$ cat config.mk
export PLATFORM = sky130hd
export DESIGN_NAME = img_rom_arbiter_flat
export DESIGN_NICKNAME = d
export VERILOG_FILES = /design/src/rtl/img_rom_pkg.sv /design/src/rtl/img_rom_arbiter_if.sv /design/src/rtl/rr_arbiter.sv /design/src/rtl/img_rom_arbiter.sv /design/src/flat_wrapper.sv
export SDC_FILE = /design/constraint.sdc
export NUM_CORES = 1
export LEC_CHECK = 0
export ABC_AREA = 1
export CORE_ASPECT_RATIO = 1.2
export CORE_UTILIZATION = 33
export CTS_BUF_LIST = sky130_fd_sc_hd__clkbuf_16
export DETAILED_ROUTE_END_ITERATION = 8
export PLACE_DENSITY = 0.78
export SLEW_MARGIN = 25
export SYNTH_ARGS = -nofsm -noshare
export SYNTH_HDL_FRONTEND = slang
export SYNTH_SLANG_ARGS = --single-unit
export TNS_END_PERCENT = 30
$ cat constraint.sdc
create_clock -name clk -period 2.2 [get_ports clk]
set_clock_uncertainty 0.1 [all_clocks]
set_input_delay 0.44 -clock clk [delete_from_list [all_inputs] [get_ports clk]]
set_output_delay 0.44 -clock clk [all_outputs]
set_load 0.005 [all_outputs]
$ cat src/rtl/img_rom_pkg.sv
// -----------------------------------------------------------------------------
// img_rom_pkg
// Shared constants and the response-tag type for the image ROM arbiter.
//   IMG_X_W / IMG_Y_W : coordinate widths
//   PIX_W             : RGBA pixel width, R[15:12] G[11:8] B[7:4] A[3:0]
//   tag_t             : {valid, oob, idx} carried alongside each ROM read
// -----------------------------------------------------------------------------
package img_rom_pkg;

    localparam int unsigned IMG_X_W   = 10;
    localparam int unsigned IMG_Y_W   = 9;
    localparam int unsigned PIX_W     = 16;
    // Wide enough for the largest supported requester count (8).
    localparam int unsigned TAG_IDX_W = 3;

    localparam logic [PIX_W-1:0] PIX_TRANSPARENT = 16'h0000;

    typedef struct packed {
        logic                 valid;
        logic                 oob;
        logic [TAG_IDX_W-1:0] idx;
    } tag_t;

    // Requester index width, never below one bit.
    function automatic int unsigned idx_width(input int unsigned n);
        return (n > 1) ? $clog2(n) : 1;
    endfunction

endpackage

$ cat src/rtl/img_rom_arbiter_if.sv
// -----------------------------------------------------------------------------
// img_rom_arbiter_if
// Requester-side bus of the image ROM arbiter.
//   req       : per-requester level request
//   req_x/y   : packed coordinates, requester i at [i*W +: W]
//   gnt       : one-hot grant
//   rsp_valid : one-hot response strobe
//   rsp_pixel : returned pixel, shared by all requesters
// Modports: master = display fetchers, slave = arbiter.
// -----------------------------------------------------------------------------
interface img_rom_arbiter_if #(
    parameter int unsigned NUM_REQ = 3
);
    import img_rom_pkg::*;

    logic [NUM_REQ-1:0]         req;
    logic [NUM_REQ*IMG_X_W-1:0] req_x;
    logic [NUM_REQ*IMG_Y_W-1:0] req_y;
    logic [NUM_REQ-1:0]         gnt;
    logic [NUM_REQ-1:0]         rsp_valid;
    logic [PIX_W-1:0]           rsp_pixel;

    modport master (
        output req, req_x, req_y,
        input  gnt, rsp_valid, rsp_pixel
    );

    modport slave (
        input  req, req_x, req_y,
        output gnt, rsp_valid, rsp_pixel
    );

endinterface

$ cat src/rtl/rr_arbiter.sv
// -----------------------------------------------------------------------------
// rr_arbiter
// Combinational round-robin pick: first set request at or above i_ptr, wrapping.
//   i_req : request vector
//   i_ptr : search start index (< N)
//   o_gnt : one-hot grant, zero when i_req is zero
//   o_idx : binary index of the grant (0 when no grant)
// -----------------------------------------------------------------------------
module rr_arbiter #(
    parameter int unsigned N     = 3,
    parameter int unsigned IDX_W = 2
) (
    input  logic [N-1:0]     i_req,
    input  logic [IDX_W-1:0] i_ptr,
    output logic [N-1:0]     o_gnt,
    output logic [IDX_W-1:0] o_idx
);

    logic             w_found;
    logic [IDX_W:0]   w_cand;

    // Walk candidates ptr, ptr+1, ... mod N; one spare bit keeps the sum from wrapping.
    always_comb begin
        o_gnt   = '0;
        o_idx   = '0;
        w_found = 1'b0;
        w_cand  = '0;
        for (int k = 0; k < int'(N); k++) begin
            w_cand = {1'b0, i_ptr} + (IDX_W+1)'(k);
            if (w_cand >= (IDX_W+1)'(N)) begin
                w_cand = w_cand - (IDX_W+1)'(N);
            end
            for (int i = 0; i < int'(N); i++) begin
                if (!w_found && i_req[i] && (w_cand == (IDX_W+1)'(i))) begin
                    w_found  = 1'b1;
                    o_gnt[i] = 1'b1;
                    o_idx    = IDX_W'(i);
                end
            end
        end
    end

endmodule

$ cat src/rtl/img_rom_arbiter.sv
// -----------------------------------------------------------------------------
// img_rom_arbiter
// Shares one registered-output RGBA ROM reader among NUM_REQ requesters.
// Round-robin, one coordinate per clk; each issue is tagged and the pixel that
// returns READ_LAT clk later is steered back to the originating requester.
// Ports:
//   clk, rst   : clock, synchronous active-high reset
//   bus        : requester bus (slave modport)
//   rom_x/y    : coordinate to the reader (held when idle)
//   rom_pixel  : pixel from the reader
// Optional: define IMG_ROM_ARB_BOUNDS_CHECK_EN to return transparent pixels for
// coordinates outside WIDTH x HEIGHT without moving the ROM address.
// -----------------------------------------------------------------------------
module img_rom_arbiter
    import img_rom_pkg::*;
#(
    parameter int unsigned NUM_REQ  = 3,
    parameter int unsigned WIDTH    = 300,
    parameter int unsigned HEIGHT   = 250,
    parameter int unsigned READ_LAT = 2
) (
    input  logic               clk,
    input  logic               rst,
    img_rom_arbiter_if.slave   bus,
    output logic [IMG_X_W-1:0] rom_x,
    output logic [IMG_Y_W-1:0] rom_y,
    input  logic [PIX_W-1:0]   rom_pixel
);

    localparam int unsigned IDX_W = idx_width(NUM_REQ);

    logic [IDX_W-1:0]   r_rr_ptr;
    logic [IMG_X_W-1:0] r_hold_x;
    logic [IMG_Y_W-1:0] r_hold_y;
    tag_t               r_tag [READ_LAT];

    logic [NUM_REQ-1:0] w_req;
    logic [NUM_REQ-1:0] w_gnt;
    logic [IDX_W-1:0]   w_idx;
    logic               w_xfer;
    logic               w_issue;
    logic               w_oob;
    logic [IMG_X_W-1:0] w_gx;
    logic [IMG_Y_W-1:0] w_gy;

    // Requests are ignored while in reset.
    assign w_req = rst ? '0 : bus.req;

    rr_arbiter #(
        .N     (NUM_REQ),
        .IDX_W (IDX_W)
    ) u_rr_arbiter (
        .i_req (w_req),
        .i_ptr (r_rr_ptr),
        .o_gnt (w_gnt),
        .o_idx (w_idx)
    );

    assign bus.gnt = w_gnt;
    assign w_xfer  = |w_gnt;

    // Granted requester's coordinates.
    always_comb begin
        w_gx = '0;
        w_gy = '0;
        for (int i = 0; i < int'(NUM_REQ); i++) begin
            if (w_gnt[i]) begin
                w_gx = bus.req_x[i*IMG_X_W +: IMG_X_W];
                w_gy = bus.req_y[i*IMG_Y_W +: IMG_Y_W];
            end
        end
    end

    assign w_oob = (w_gx >= IMG_X_W'(WIDTH)) || (w_gy >= IMG_Y_W'(HEIGHT));

`ifdef IMG_ROM_ARB_BOUNDS_CHECK_EN
    // Out-of-range transfers leave the ROM address where it was.
    assign w_issue = w_xfer & ~w_oob;
`else
    assign w_issue = w_xfer;
`endif

    assign rom_x = w_issue ? w_gx : r_hold_x;
    assign rom_y = w_issue ? w_gy : r_hold_y;

    // Pointer, held address and tag pipeline.
    always_ff @(posedge clk) begin
        if (rst) begin
            r_rr_ptr <= '0;
            r_hold_x <= '0;
            r_hold_y <= '0;
            for (int s = 0; s < int'(READ_LAT); s++) begin
                r_tag[s] <= '0;
            end
        end else begin
            if (w_xfer) begin
                r_rr_ptr <= (w_idx == IDX_W'(NUM_REQ - 1)) ? '0 : w_idx + IDX_W'(1);
            end
            if (w_issue) begin
                r_hold_x <= w_gx;
                r_hold_y <= w_gy;
            end
            r_tag[0].valid <= w_xfer;
            r_tag[0].oob   <= w_xfer & w_oob;
            r_tag[0].idx   <= TAG_IDX_W'(w_idx);
            for (int s = 1; s < int'(READ_LAT); s++) begin
                r_tag[s] <= r_tag[s-1];
            end
        end
    end

    // Response steering from the last tag stage; silent during reset.
    always_comb begin
        bus.rsp_valid = '0;
        bus.rsp_pixel = PIX_TRANSPARENT;
        if (!rst && r_tag[READ_LAT-1].valid) begin
            for (int i = 0; i < int'(NUM_REQ); i++) begin
                bus.rsp_valid[i] = (r_tag[READ_LAT-1].idx == TAG_IDX_W'(i));
            end
`ifdef IMG_ROM_ARB_BOUNDS_CHECK_EN
            bus.rsp_pixel = r_tag[READ_LAT-1].oob ? PIX_TRANSPARENT : rom_pixel;
`else
            bus.rsp_pixel = rom_pixel;
`endif
        end
    end

endmodule
$ cat src/flat_wrapper.sv
// flat-port wrapper written by rule: the top's interface ports become plain ports
module img_rom_arbiter_flat import img_rom_pkg::*;
#(
    parameter int unsigned NUM_REQ  = 3,
    parameter int unsigned WIDTH    = 300,
    parameter int unsigned HEIGHT   = 250,
    parameter int unsigned READ_LAT = 2
)
  (clk, rst, rom_x, rom_y, rom_pixel, bus_req, bus_req_x, bus_req_y, bus_gnt, bus_rsp_valid, bus_rsp_pixel);
  img_rom_arbiter_if #(.NUM_REQ(NUM_REQ)) bus_i ();
  input  logic clk;
  input  logic rst;
  output logic [IMG_X_W-1:0] rom_x;
  output logic [IMG_Y_W-1:0] rom_y;
  input  logic [PIX_W-1:0] rom_pixel;
  input wire logic [$bits(bus_i.req)-1:0] bus_req;
  input wire logic [$bits(bus_i.req_x)-1:0] bus_req_x;
  input wire logic [$bits(bus_i.req_y)-1:0] bus_req_y;
  output wire logic [$bits(bus_i.gnt)-1:0] bus_gnt;
  output wire logic [$bits(bus_i.rsp_valid)-1:0] bus_rsp_valid;
  output wire logic [$bits(bus_i.rsp_pixel)-1:0] bus_rsp_pixel;
  assign bus_i.req = bus_req;
  assign bus_i.req_x = bus_req_x;
  assign bus_i.req_y = bus_req_y;
  assign bus_gnt = bus_i.gnt;
  assign bus_rsp_valid = bus_i.rsp_valid;
  assign bus_rsp_pixel = bus_i.rsp_pixel;
  img_rom_arbiter #(.NUM_REQ(NUM_REQ), .WIDTH(WIDTH), .HEIGHT(HEIGHT), .READ_LAT(READ_LAT)) u_core (.clk(clk), .rst(rst), .bus(bus_i), .rom_x(rom_x), .rom_y(rom_y), .rom_pixel(rom_pixel));
endmodule
==> impl_results.md, run 1 <==
* H-tree Lvls at 1
* Post-CTS Hold Buffers at 0
* Worst reg-to-reg path cell count at 18
* Hold Path Stages at 2
* Peak VDD IR at approximately 800 uV
* Distinct cells, synth at 27
* Vias at between 2000 and 3000
* WHS Endpoint: u_core.r_tag[0][6]
* Period utilization at 133.8%
* Crit. End Element: output pin
* Slew HR at between 80% and 90%
* Max-cap violations at 0
* First-pass GRT wire length at approximately 12000 um
* Status: finished with violations
* Final worst slack at -0.7440 ns
* Post-Syn Instances at between 300 and 400
* IO buf count at roughly 120
* Reg area at approximately 540 sq um
* Die ar. at about 5800 sq um
* Drt drc at 0
* Area after DPL at between 3000 and 4000 sq um
* GR Overflow Total at 0
* Critical path class: flip-flop to output pin
* Net count reported at finish at between 500 and 600
* WL met3 at ~460 um
* Net Count, Synth at roughly 380
* Antenna-violating nets left at 0
* Placed cell count at 502
* Placeable Area at between 5000 and 6000 sq um
* Synth warnings at 0
* Final hold viol count at 0
* Worst-skew pair later-pin latency at 0.26 ns
* CP max FO at 4
* Reg-to-reg endpoint: u_core.r_hold_y[0]
* DPL Wire Length at roughly 4300 um
* Final setup viols at 40
* Initial Util at 34.25%
* N_diodes at 0
* CP Launch Type: flip-flop
* Drt pass-1 iters at 4
* CTS root buffer: clkbuf_16
* Minimum clock period at a little under 3 ns
* R2R setup slack at -0.58 ns
* CTS Buffer Depth at 2
* Commonest non-fill, non-tap cell in the layout: clkdlybuf4s50_1
* Final instance area at slightly above 4000 sq um
* Reg-to-reg startpoint: u_core.r_rr_ptr[1]
* CTS clk-pin slew, worst paths at 0.07 ns
* Share of layout cells above drive strength 1 at roughly 40%
* Worst hold path class: flip-flop to flip-flop
* Most frequent cells in the layout: clkdlybuf4s50_1 (73), nand2_1 (66), buf_4 (60)
* Hold Startpoint: u_core.r_tag[0][1]
* Die Y at 83.23 um
* 1st-iter DRT viols at 85
* Failing checks: negative setup slack
* CTS sink cnt at 27
* Syn avg cell area at 6.027 sq um
* Total GRT Usage at between 20 and 25%
* Unrepaired setup endpoints after global routing: true
* Power density cells at 1285 nW/um^2
* Die W at 69.69 um
* Synth Cell Area at roughly 1800 sq um
* Via density at just under 5
* Post-Layout Cell Count at 561
* GPL Wtd Cong at slightly above 0.8
* Syn-to-layout area delta at 129.0%
* DR WL/cell at roughly 15 um
* Pin count of the biggest net entering global routing at 18
* Row count at 29
* Critical Path AT at about 2.4 ns
* Footprint of the multi-input gates at 1341 sq um
* DR top layer: met4
* TritonCTS clock tree: yes
* WP data required at between 1.5 and 2 ns
* Initial antenna violation count at 0
* M1 WL at 3004 um
* Met2 wire len at ~4500 um
* Pins Over Slew Limit at 0
* Total power at roughly 5.3 mW
* Synthesis-stage register bit count at 27
* Leak at approximately 2.1 nW
* Seq/Total Area, Yosys at between 20 and 30%
* Slew at the pin closest to its max-slew limit at approximately 0.26 ns
* Cts bufs inserted at 3
* Max Clk Rate at about 340 MHz
* Io pins at 119
* WL final at between 8000 and 9000 um
* Via count of the first global-routing pass at ~2700
* Filler cell count at about 350
-- cell families (layout without fill, tap and decap cells) --
| kind of cell | count (synthesis) | in the layout | synth area share, % |
|---|---|---|---|
| simple gates | 181 | 181 | 43.72 |
| buf+inv | 65 | 263 | 15.66 |
| flops | 27 | 27 | 29.79 |
| compound gates | 26 | 26 | 9.448 |
| fa+ha+maj | 2 | 2 | 1.379 |
-- worst max-delay path, cell delays in order, from the launching register on --
cell,delay (ns)
dfxtp_2,0.34
inv_2,0.06
ha_4,0.26
nand3_4,0.08
nand2_4,0.05
a21oi_4,0.17
nand4_4,0.15
o21ai_4,0.27
buf_12,0.14
buf_12,0.09
buf_6,0.09
buf_6,0.09
nand2_2,0.04
nand2_2,0.08
nor2_4,0.05
nand2_2,0.07
buf_6,0.09
-- power by group --
part | internal, mW | total (mW) | switching (mW)
Sequential | 0.686 | 0.799 | 0.113
Combinational | 2.20 | 4.12 | 1.92
Clock | 0.244 | 0.419 | 0.175
-- synth_stat cells, drive strengths merged --
master   n  share of area [%]
nor2    64                 14
inv     50                 10
buf     11                4.3
a21oi   20                6.1
nand3   24                8.0
dfxtp   27                 30
nand2   86                 18
ha       2                1.4
o21bai   3                1.9
clkbuf   3               0.62
nand4    5                2.9
nor3     2               0.55
o21ai    3                1.4
clkinv   1               0.21
-- cell type report --
| cell class | instances | share of cell area [%] |
|---|---|---|
| clock buffer | 3 | 1.807 |
| clock inverter | 1 | 0.09036 |
| inverter | 51 | 4.699 |
| multi-input combinational | 209 | 32.29 |
| sequential | 27 | 13.07 |
| tap | 62 | 1.867 |
| timing repair buffer | 208 | 46.17 |
-- metal layers --
metal,vias to the layer above,global-route usage [%]
met2,121,46.34
li1,1307,-
met4,0,9.818
met3,27,4.490
met5,-,0
met1,1249,25.07
-- flip-flops by register name, indices dropped and copies added (netlist names) --
register	count
u_core.r_hold_x	10
u_core.r_hold_y	9
u_core.r_tag	6
u_core.r_rr_ptr	2
-- metrics by stage --
stage / hold slack, ns / util, % / setup WS, ns / setup TNS, ns
final: 0.3291 / 78.41 / -0.7440 / -17.53
after global routing: 0.3388 / 78.41 / -0.8124 / -20.62
after CTS: 0.3092 / 72.48 / -0.7594 / -14.90
after detailed placement: 0.2968 / 62.05 / -1.181 / -39.97
after global placement: 0.2905 / 62.05 / -1.127 / -38.73
after floorplan: 0.2883 / - / 0.01725 / 0
-- worst max path at each step --
stage | from | endpoint | slack, ns
2_1_floorplan | u_core.r_rr_ptr[1] | rom_x[1] | 0.02
3_3_place_gp | rst | rom_y[8] | -1.13
3_5_place_dp | rst | rom_x[1] | -1.18
4_1_cts | u_core.r_rr_ptr[0] | rom_y[6] | -0.76
5_1_grt | u_core.r_rr_ptr[0] | rom_y[5] | -0.81
6_report | u_core.r_rr_ptr[0] | rom_y[5] | -0.74
-- what timing repair did --
| action | in CTS | in global routing |
|---|---|---|
| cloned | 4 | 0 |
| pin swaps | 31 | 25 |
| endpoints found under the setup margin | 62 | 42 |
| gates resized for setup | 173 | 60 |
| buffers inserted | 38 | 15 |
(Power assumes the default switching activity.)
==> run 2: changes to the inputs <==
--- a/config.mk
+++ b/config.mk
@@ -6,9 +6,11 @@
 export NUM_CORES = 1
 export LEC_CHECK = 0
 export ABC_AREA = 1
+export CELL_PAD_IN_SITES_DETAIL_PLACEMENT = 0
+export CELL_PAD_IN_SITES_GLOBAL_PLACEMENT = 1
 export CORE_ASPECT_RATIO = 1.2
-export CORE_UTILIZATION = 33
-export CTS_BUF_LIST = sky130_fd_sc_hd__clkbuf_16
+export CORE_UTILIZATION = 21
+export CTS_BUF_LIST = sky130_fd_sc_hd__clkbuf_8
 export DETAILED_ROUTE_END_ITERATION = 8
 export PLACE_DENSITY = 0.78
 export SLEW_MARGIN = 25
==> impl_results.md, run 2 (same netlist as run 1, synthesis figures left out) <==
* H-tree Lvls at 1
* CTS clk-pin slew, worst paths at about 0.090 ns
* Pins Over Slew Limit at 0
* Die ar. at between 9000 and 10000 sq um
* Minimum clock period at roughly 2.9 ns
* Share of layout cells above drive strength 1 at 43.42%
* Status: finished with violations
* Buf/Inv on CP at 4
* Reg power frac at between 10% and 20%
* Slew HR at 74.61%
* Filler cell count at roughly 790
* Largest regs: u_core.r_hold_x: 10 flops, u_core.r_hold_y: 9 flops, u_core.r_tag: 6 flops
* CTS root buffer: clkbuf_8
* Placeable Area at approximately 8200 sq um
* Switching Fraction at approximately two fifths
* Failing checks: negative setup slack
* Hold WS at ~0.3 ns
* DPL Wire Length at roughly 4400 um
* Pin count of the biggest net entering global routing at 22
* P_int at between 2 and 3 mW
* Worst-skew pair later-pin latency at about 0.26 ns
* Critical path class: flip-flop to output pin
* Top reg by flops: u_core.r_hold_x
* Via count of the first global-routing pass at approximately 2600
* Initial antenna violation count at 0
* CP max FO at 7
* WL final at between 6000 and 7000 um
* Syn-to-layout area delta at 131.4%
* Final setup TNS at -16.47 ns
* Antenna-violating nets left at 0
* First-pass GRT wire length at 11470 um
* Net count reported at finish at 590
* Vias at around 2500
* Die W at approximately 87 um
* Unrepaired setup endpoints after global routing: true
* DR WL/cell at roughly 11 um
* CP max stage cell: dfxtp_2
* Clock power share at under 10%
* Slew at the pin closest to its max-slew limit at about 0.38 ns
* Sw power at roughly 2.0 mW
* Crit. End Element: output pin
* Final hold viol count at 0
* Max-cap violations at 0
* CTS sink cnt at 27
* Row count at 36
* Final worst slack at -0.6796 ns
* Drt pass-1 iters at 4
* IO buf count at around 120
* CTS Buffer Depth at 2
* Commonest non-fill, non-tap cell in the layout: buf_4
* Total GRT Usage at 15.57%
* Io pins at 119
* Power density cells at approximately 1200 nW/um^2
* Total power at ~4.9 mW
* CP Launch Type: flip-flop
* Via density at between 4 and 5
* Critical Path AT at 2.34 ns
* Peak VDD IR at between 500 and 600 uV
* 1st-iter DRT viols at 61
* Drt drc at 0
* GPL Wtd Cong at ~0.8
* TritonCTS clock tree: yes
* Crit path max-delay family: compound AO/OA/AOI/OAI gates
* Leak at between 2 and 2.5 nW
* Cts bufs inserted at 3
* Comb power frac at a little under 80%
* GR Overflow Total at 0
* Worst path max stage delay at approximately 0.37 ns
* Die Y at about 100 um
* Post-Layout Cell Count at just over 600
* Worst hold path class: flip-flop to flip-flop
* N_diodes at 0
* Placed cell count at 557
* Critical Path, Cell by Cell: inv_2, ha_4, nand3_4, nand2_4, a21oi_4, nand4_4, o21ai_4, buf_6, nor2_4, buf_6, nand3_2, nand2_1, buf_2
* Crit-path most repeated cell: buf_6
* Max Clk Rate at roughly 350 MHz
* Initial Util at 22.01%
* Max reg flops at 10
* WP data required at 1.66 ns
* Final setup viols at 42
* Most frequent cells in the layout: buf_4 (74), clkdlybuf4s50_1 (73), nand2_1 (59)
* Period utilization at 130.9%
-- run 2: through the flow --
stage | setup WS (ns) | utilization [%] | area [sq um]
2_1_floorplan | 0.01725 | - | 1841
3_3_place_gp | -1.200 | 40.94 | 3374
3_5_place_dp | -1.213 | 40.94 | 3374
4_1_cts | -0.6443 | 49.06 | 4044
5_1_grt | -0.7848 | 50.93 | 4198
6_report | -0.6796 | 50.93 | 4198
-- run 2: worst reg2reg max path: stages (launching register included) --
cell      delay, ns
dfxtp_2        0.37
inv_2          0.06
ha_4           0.30
nand3_4        0.08
buf_4          0.13
buf_4          0.13
nand3_1        0.06
nand2_1        0.07
clkinv_2       0.07
o21ai_4        0.12
buf_6          0.16
nor2_4         0.18
nand3_2        0.12
buf_6          0.13
buf_4          0.12
buf_4          0.12
buf_4          0.12
buf_4          0.12
buf_4          0.12
a21oi_2        0.09
-- run 2: what timing repair did --
action / 4_1_cts / 5_1_grt
pin swaps: 55 / 28
resized for setup: 186 / 47
cloned: 6 / 0
hold buffers: 0 / 0
setup endpoints to repair: 63 / 46
buffers inserted: 52 / 7
-- run 2: area by class of cell --
cell class / count / area (sq um) / share of cell area [%]
multi-input combinational: 212 / 1344 / 32.01
clock inverter: 1 / 5.005 / 0.1192
tap: 114 / 142.6 / 3.398
timing repair buffer: 215 / 1927 / 45.90
clock buffer: 3 / 41.29 / 0.9836
inverter: 51 / 195.2 / 4.650
sequential: 27 / 543.0 / 12.94
-- run 2: path summary, 6_finish.rpt --
kind	from	to	slack, ns	cells after the start
max	u_core.r_rr_ptr[0]	rom_x[1]	-0.68	13
min	u_core.r_tag[0][1]	u_core.r_tag[0][6]	0.31	2
max reg2reg	u_core.r_rr_ptr[0]	u_core.r_hold_y[1]	-0.63	19
min reg2reg	u_core.r_tag[0][1]	u_core.r_tag[0][6]	0.31	2
-- run 2: routing by layer --
metal | GRT usage, % | vias up | part of all wire [%]
met2 | 30.71 | 82 | 55
met1 | 17.12 | 1122 | 38
met4 | 2.500 | 0 | 0.52
li1 | - | 1328 | -
met3 | 2.390 | 2 | 6.7
met5 | 0 | - | 0
-- run 2: power groups by stage --
| stage | combinational [mW] | sequential (mW) | clock (mW) |
|---|---|---|---|
| after global routing | 4.17 | 0.797 | 0.306 |
| after detailed placement | 2.65 | 0.753 | 0 |
| after CTS | 3.58 | 0.765 | 0.284 |
| final | 3.84 | 0.781 | 0.275 |
| after global placement | 2.64 | 0.748 | 0 |
| after floorplan | 1.28 | 0.738 | 0 |
==> run 3: changes to the inputs <==
--- a/config.mk
+++ b/config.mk
@@ -8,7 +8,7 @@
 export ABC_AREA = 1
 export CELL_PAD_IN_SITES_DETAIL_PLACEMENT = 0
 export CELL_PAD_IN_SITES_GLOBAL_PLACEMENT = 1
-export CORE_ASPECT_RATIO = 1.2
+export CORE_ASPECT_RATIO = 2
 export CORE_UTILIZATION = 21
 export CTS_BUF_LIST = sky130_fd_sc_hd__clkbuf_8
 export DETAILED_ROUTE_END_ITERATION = 8
==> impl_results.md, run 3 (same netlist as run 1, synthesis figures left out) <==
* CP max FO at 4
* Critical path class: flip-flop to output pin
* Commonest non-fill, non-tap cell in the layout: clkdlybuf4s50_1
* Worst path max stage delay at about 0.35 ns
* Post-route core utilization at around 50%
* Crit. End Element: output pin
* First-pass GRT wire length at between 10000 and 15000 um
* Final setup TNS at -15.99 ns
* Max-cap violations at 0
* Cts bufs inserted at 3
* 1st-iter DRT viols at 55
* Drt pass-1 iters at 4
* Worst hold path class: flip-flop to flip-flop
* CTS root buffer: clkbuf_8
* N_diodes at 0
* Final instance area at 4189 sq um
* Power density cells at around 1200 nW/um^2
* Final setup viols at 42
* Most frequent cells in the layout: clkdlybuf4s50_1 (73), nand2_1 (64), buf_4 (58)
* Slew at the pin closest to its max-slew limit at 0.4528 ns
* GPL Wtd Cong at about 0.79
* Vias at about 2500
* Buf/Inv on CP at 6
* Final hold viol count at 0
* Reg-to-reg endpoint: u_core.r_hold_x[6]
* GR Overflow Total at 0
* Worst reg-to-reg path cell count at 20
* P_int at between 2 and 3 mW
* Critical Path AT at around 2.4 ns
* TritonCTS clock tree: yes
* Pins Over Slew Limit at 0
* Comb power frac at between 70% and 80%
* Status: finished with violations
* Syn-to-layout area delta at 130.9%
* WP data required at 1.66 ns
* DPL Wire Length at 4936 um
* H-tree Lvls at 1
* Final worst slack at -0.7018 ns
* Hold Path Stages at 2
* Reg power frac at 15.5%
* IO buf count at ~120
* CP max stage cell: dfxtp_2
* Antenna-violating nets left at 0
* Io pins at approximately 120
* Leak at roughly 2.1 nW
* Reg-to-reg startpoint: u_core.r_rr_ptr[0]
* Post-CTS Hold Buffers at 0
* Minimum clock period at a little under 3 ns
* Initial Util at around 22%
* Sw power at approximately 2.1 mW
* Worst-skew pair later-pin latency at 0.29 ns
* Crit path max-delay family: buffers and inverters
* Critical Path, Cell by Cell: inv_2, ha_4, nand3_4, nand2_4, a21oi_4, nand4_4, buf_6, o21ai_4, buf_12, buf_8, buf_12, nand2_4, nand2_2, nor2_2, nand2_1, buf_2
* Area after DPL at between 3000 and 4000 sq um
* Top reg by flops: u_core.r_hold_x
* Net count reported at finish at 582
* CP Launch Type: flip-flop
* CTS Buffer Depth at 2
* Failing checks: negative setup slack
* Row count at 47
* Pin count of the biggest net entering global routing at 20
* Die W at between 60 and 70 um
* Unrepaired setup endpoints after global routing: true
* Max reg flops at 10
* Slew HR at between 60% and 70%
* WL final at 7722 um
* Total GRT Usage at between 10% and 20%
* WHS Endpoint: u_core.r_tag[0][6]
* CTS clk-pin slew, worst paths at about 0.1 ns
* Clock power share at 5.9%
* R2R setup slack at -0.59 ns
* Switching Fraction at 41.08%
* Period utilization at 131.9%
* Die Y at roughly 130 um
* Largest regs: u_core.r_hold_x: 10 flops, u_core.r_hold_y: 9 flops, u_core.r_tag: 6 flops
* Hold Startpoint: u_core.r_tag[0][1]
* Die ar. at around 9000 sq um
* DR WL/cell at ~13 um
* Via density at 4.249
* Max Clk Rate at ~340 MHz
* Initial antenna violation count at 0
* Peak VDD IR at between 400 and 500 uV
* Via count of the first global-routing pass at around 2500
* Placeable Area at between 8000 and 9000 sq um
* Share of layout cells above drive strength 1 at between 40% and 50%
* Total power at 5.051 mW
* Filler cell count at approximately 810
* CTS sink cnt at 27
* Drt drc at 0
==> run 3: metal layers <==
metal	part of all wire, %	vias up	global-route usage, %
met5	0	-	0
met4	3.7	0	8.629
met3	4.8	17	1.884
met2	56	84	33.99
met1	35	1135	16.54
li1	-	1309	-
==> run 3: final cells by class <==
| cell class | instances | area, sq um | share of cell area (%) |
|---|---|---|---|
| Timing Repair Buffer | 206 | 1914 | 45.70 |
| Clock inverter | 1 | 5.005 | 0.1195 |
| Sequential cell | 27 | 545.5 | 13.02 |
| Tap cell | 98 | 122.6 | 2.927 |
| Inverter | 51 | 193.9 | 4.630 |
| Multi-Input combinational cell | 213 | 1366 | 32.62 |
| Clock buffer | 3 | 41.29 | 0.9857 |
==> run 3: timing repair <==
action                                  CTS  global route
gates resized for setup                 181            54
endpoints found under the setup margin   64            47
gates cloned                              4             0
endpoints found under the hold margin     0             0
buffers inserted                         34            14
pin swaps                                31            20
==> run 3: per-stage QoR <==
step | setup slack, ns | cells | hold slack, ns
2_1_floorplan | 0.01725 | 301 | 0.2883
3_3_place_gp | -1.484 | 546 | 0.2916
3_5_place_dp | -1.544 | 546 | 0.2985
4_1_cts | -0.6602 | 587 | 0.3122
5_1_grt | -0.8288 | 599 | 0.3235
6_report | -0.7018 | 599 | 0.3130
==> run 3: how the worst max path moves through the flow <==
stage / slack [ns] / start / cells after the start / to
finish: -0.70 / u_core.r_rr_ptr[0] / 16 / rom_x[3]
floorplan: 0.02 / u_core.r_rr_ptr[1] / 12 / rom_x[1]
global placement: -1.48 / rst / 11 / rom_y[4]
global route: -0.83 / u_core.r_rr_ptr[0] / 16 / rom_y[7]
detailed placement: -1.54 / rst / 11 / rom_x[5]
CTS: -0.66 / u_core.r_rr_ptr[0] / 15 / rom_x[5]
==> run 3: power by group through the flow <==
| stage | registers (mW) | clock network [mW] | logic, mW |
|---|---|---|---|
| 5_1_grt | 0.801 | 0.333 | 4.28 |
| 4_1_cts | 0.770 | 0.294 | 3.48 |
| 3_3_place_gp | 0.747 | 0 | 2.71 |
| 2_1_floorplan | 0.738 | 0 | 1.28 |
| 3_5_place_dp | 0.754 | 0 | 2.74 |
| 6_report | 0.784 | 0.300 | 3.97 |
==> run 3: tightest hold or removal path, cell delays in order, from the launching register on <==
cell and delay (ns):
dfxtp_1 0.31, inv_1 0.04, nor2_1 0.03
==> RTL edit: new RTL, flow settings as in run 1 <==
Add a define of `IMG_ROM_ARB_BOUNDS_CHECK_EN`.
--- a/src/rtl/img_rom_arbiter.sv
+++ b/src/rtl/img_rom_arbiter.sv
@@ -12,4 +12,6 @@
 // coordinates outside WIDTH x HEIGHT without moving the ROM address.
 // -----------------------------------------------------------------------------
+`define IMG_ROM_ARB_BOUNDS_CHECK_EN
+
 module img_rom_arbiter
     import img_rom_pkg::*;
Check against the original RTL: not equivalent (Yosys sat finds a counterexample within 4 cycles, from zero or initial values and one cycle with rst high).
==> RTL edit against run 1 <==
  * The run still ends with negative setup slack left
  * Sequential cell count up 2
  * Total power up 74%
  * Routed wire length up 79%
  * Non-clock buffer count up 57
  * Highest routed layer is now met5
  * Worst setup slack worse by 0.91 ns
  * First-iteration DRC count rose to 3.7 times the old value
  * Synthesized area up 15%
  * Clock power up 60%
  * Design area up 30%
==> RTL edit: results (changes against run 1) <==
| Metric | Value |
|---|---|
| Reg-to-Reg End | u_core.r_hold_x[2] |
| Post-synth cell types | 32 (+19%) |
| CP arrival | 3.31 ns (+0.91 ns) |
| CTS clk-pin slew, worst paths | 0.05 ns (-0.02 ns) |
| Worst-Skew Late Latency | 0.28 ns (+0.02 ns) |
| Vias in the first global route | 3,549 (+34%) |
| Synthesized Nets | 433 (+14%) |
| Number of buffers created by CTS | 5 (+2) |
| Leak pwr | 0.00277 uW (+31%) |
| CP max stage delay | 0.37 ns (+0.03 ns) |
| Slack of the critical path | -1.65 ns (-0.909 ns) |
| Layout cells sized above 1 | 49.4% (+9.2 points) |
| Number of antenna violations at the first check in global routing | 2 (+2) |
| Failing checks | negative setup slack |
| DP HPWL | 5.20 mm (+20%) |
| Outcome | complete, but fails checks |
| Slowest stage cell, crit path | dfxtp_4 |
| Worst path top cell family by delay | simple AND/OR/NAND/NOR gates |
| RePlAce Congestion | 0.958 (+18%) |
| # fillers | 250 (-28%) |
| Synth area leaders | dfxtp_1 28%, nand2_1 19%, inv_1 15% |
| First-pass GRT wire length | 17.1 mm (+47%) |
| CP Capture Point | rom_y[4] |
| Leading cell types by count after synthesis | 104 x nand2_1, 82 x inv_1, 52 x nor2_1 |
| Sequential share of the synthesized area | 27.9% (-1.9 points) |
| Final setup violation count | 48 (+20%) |
-- RTL edit: changes by cell type in the layout (fill, tap and decap cells not counted), moves of 13 or more --
cell	delta
inv_1	+21
dlygate4sd2_1	-13
a21oi_2	-13
nor2_1	-14
nand4_1	+14
buf_4	+15
buf_6	+43
nand2_2	+16
-- RTL edit: worst min-delay path by stage --
stage | from | to | cells after the start
global route | u_core.r_tag[0][0] | u_core.r_tag[0][5] | 2
global placement | u_core.r_tag[0][0] | u_core.r_tag[0][5] | 2
floorplan | u_core.r_tag[0][0] | u_core.r_tag[0][5] | 2
finish | u_core.r_tag[0][1] | u_core.r_tag[0][6] | 2
detailed placement | u_core.r_tag[0][0] | u_core.r_tag[0][5] | 2
CTS | u_core.r_tag[0][3] | u_core.r_tag[0][8] | 2
-- RTL edit: cells by family (layout without fill, tap and decap cells) --
| family | count (synthesis) | in the layout | share of synthesized area (%) |
|---|---|---|---|
| AND/OR/NAND/NOR | 207 | 210 | 45.3 |
| buffers and inverters | 100 | 359 | 20.0 |
| flip-flops | 29 | 29 | 27.9 |
| AO/OA/AOI/OAI | 15 | 15 | 5.59 |
| adder cells (fa/ha/maj) | 2 | 2 | 1.20 |
-- RTL edit: worst min-delay path: cells and delay by family (launching register included) --
family	cells	cell delay, ns
flops	1	0.30
buf+inv	1	0.06
simple gates	1	0.04
-- RTL edit: final cells by class --
class	count	area share [%]
clock inverter	3	0.232
sequential	29	10.9
timing repair buffer	265	47.8
tap	82	1.90
multi-input combinational	227	30.8
inverter	86	6.12
clock buffer	5	2.32
-- RTL edit: through the flow --
step	util, %	std cells
after floorplan	-	353
after global routing	89.1	697
after global placement	61.0	583
after CTS	80.4	680
after detailed placement	61.0	583
final	89.1	697
-- RTL edit: per-layer routing --
| layer | part of all wire [%] | up-vias | GRT usage (%) |
|---|---|---|---|
| li1 | - | 1591 | - |
| met1 | 33 | 1786 | 34.7 |
| met2 | 48 | 366 | 63.1 |
| met3 | 9.2 | 145 | 7.22 |
| met4 | 9.1 | 4 | 24.7 |
| met5 | 0.18 | - | 0 |
-- RTL edit: repair_timing --
item	CTS	global route
hold buffers	0	0
endpoints found under the hold margin	0	0
gates resized for setup	225	112
cloned	5	1
pin swaps	64	55
endpoints found under the setup margin	64	61
buffers inserted	89	17
-- RTL edit: power groups by stage --
stage / Sequential [uW] / Combinational, uW / Clock [uW]
2_1_floorplan: 812 / 1660 / 0
4_1_cts: 827 / 5530 / 632
3_5_place_dp: 833 / 3220 / 0
5_1_grt: 890 / 7980 / 684
6_report: 887 / 7720 / 672
3_3_place_gp: 823 / 3160 / 0
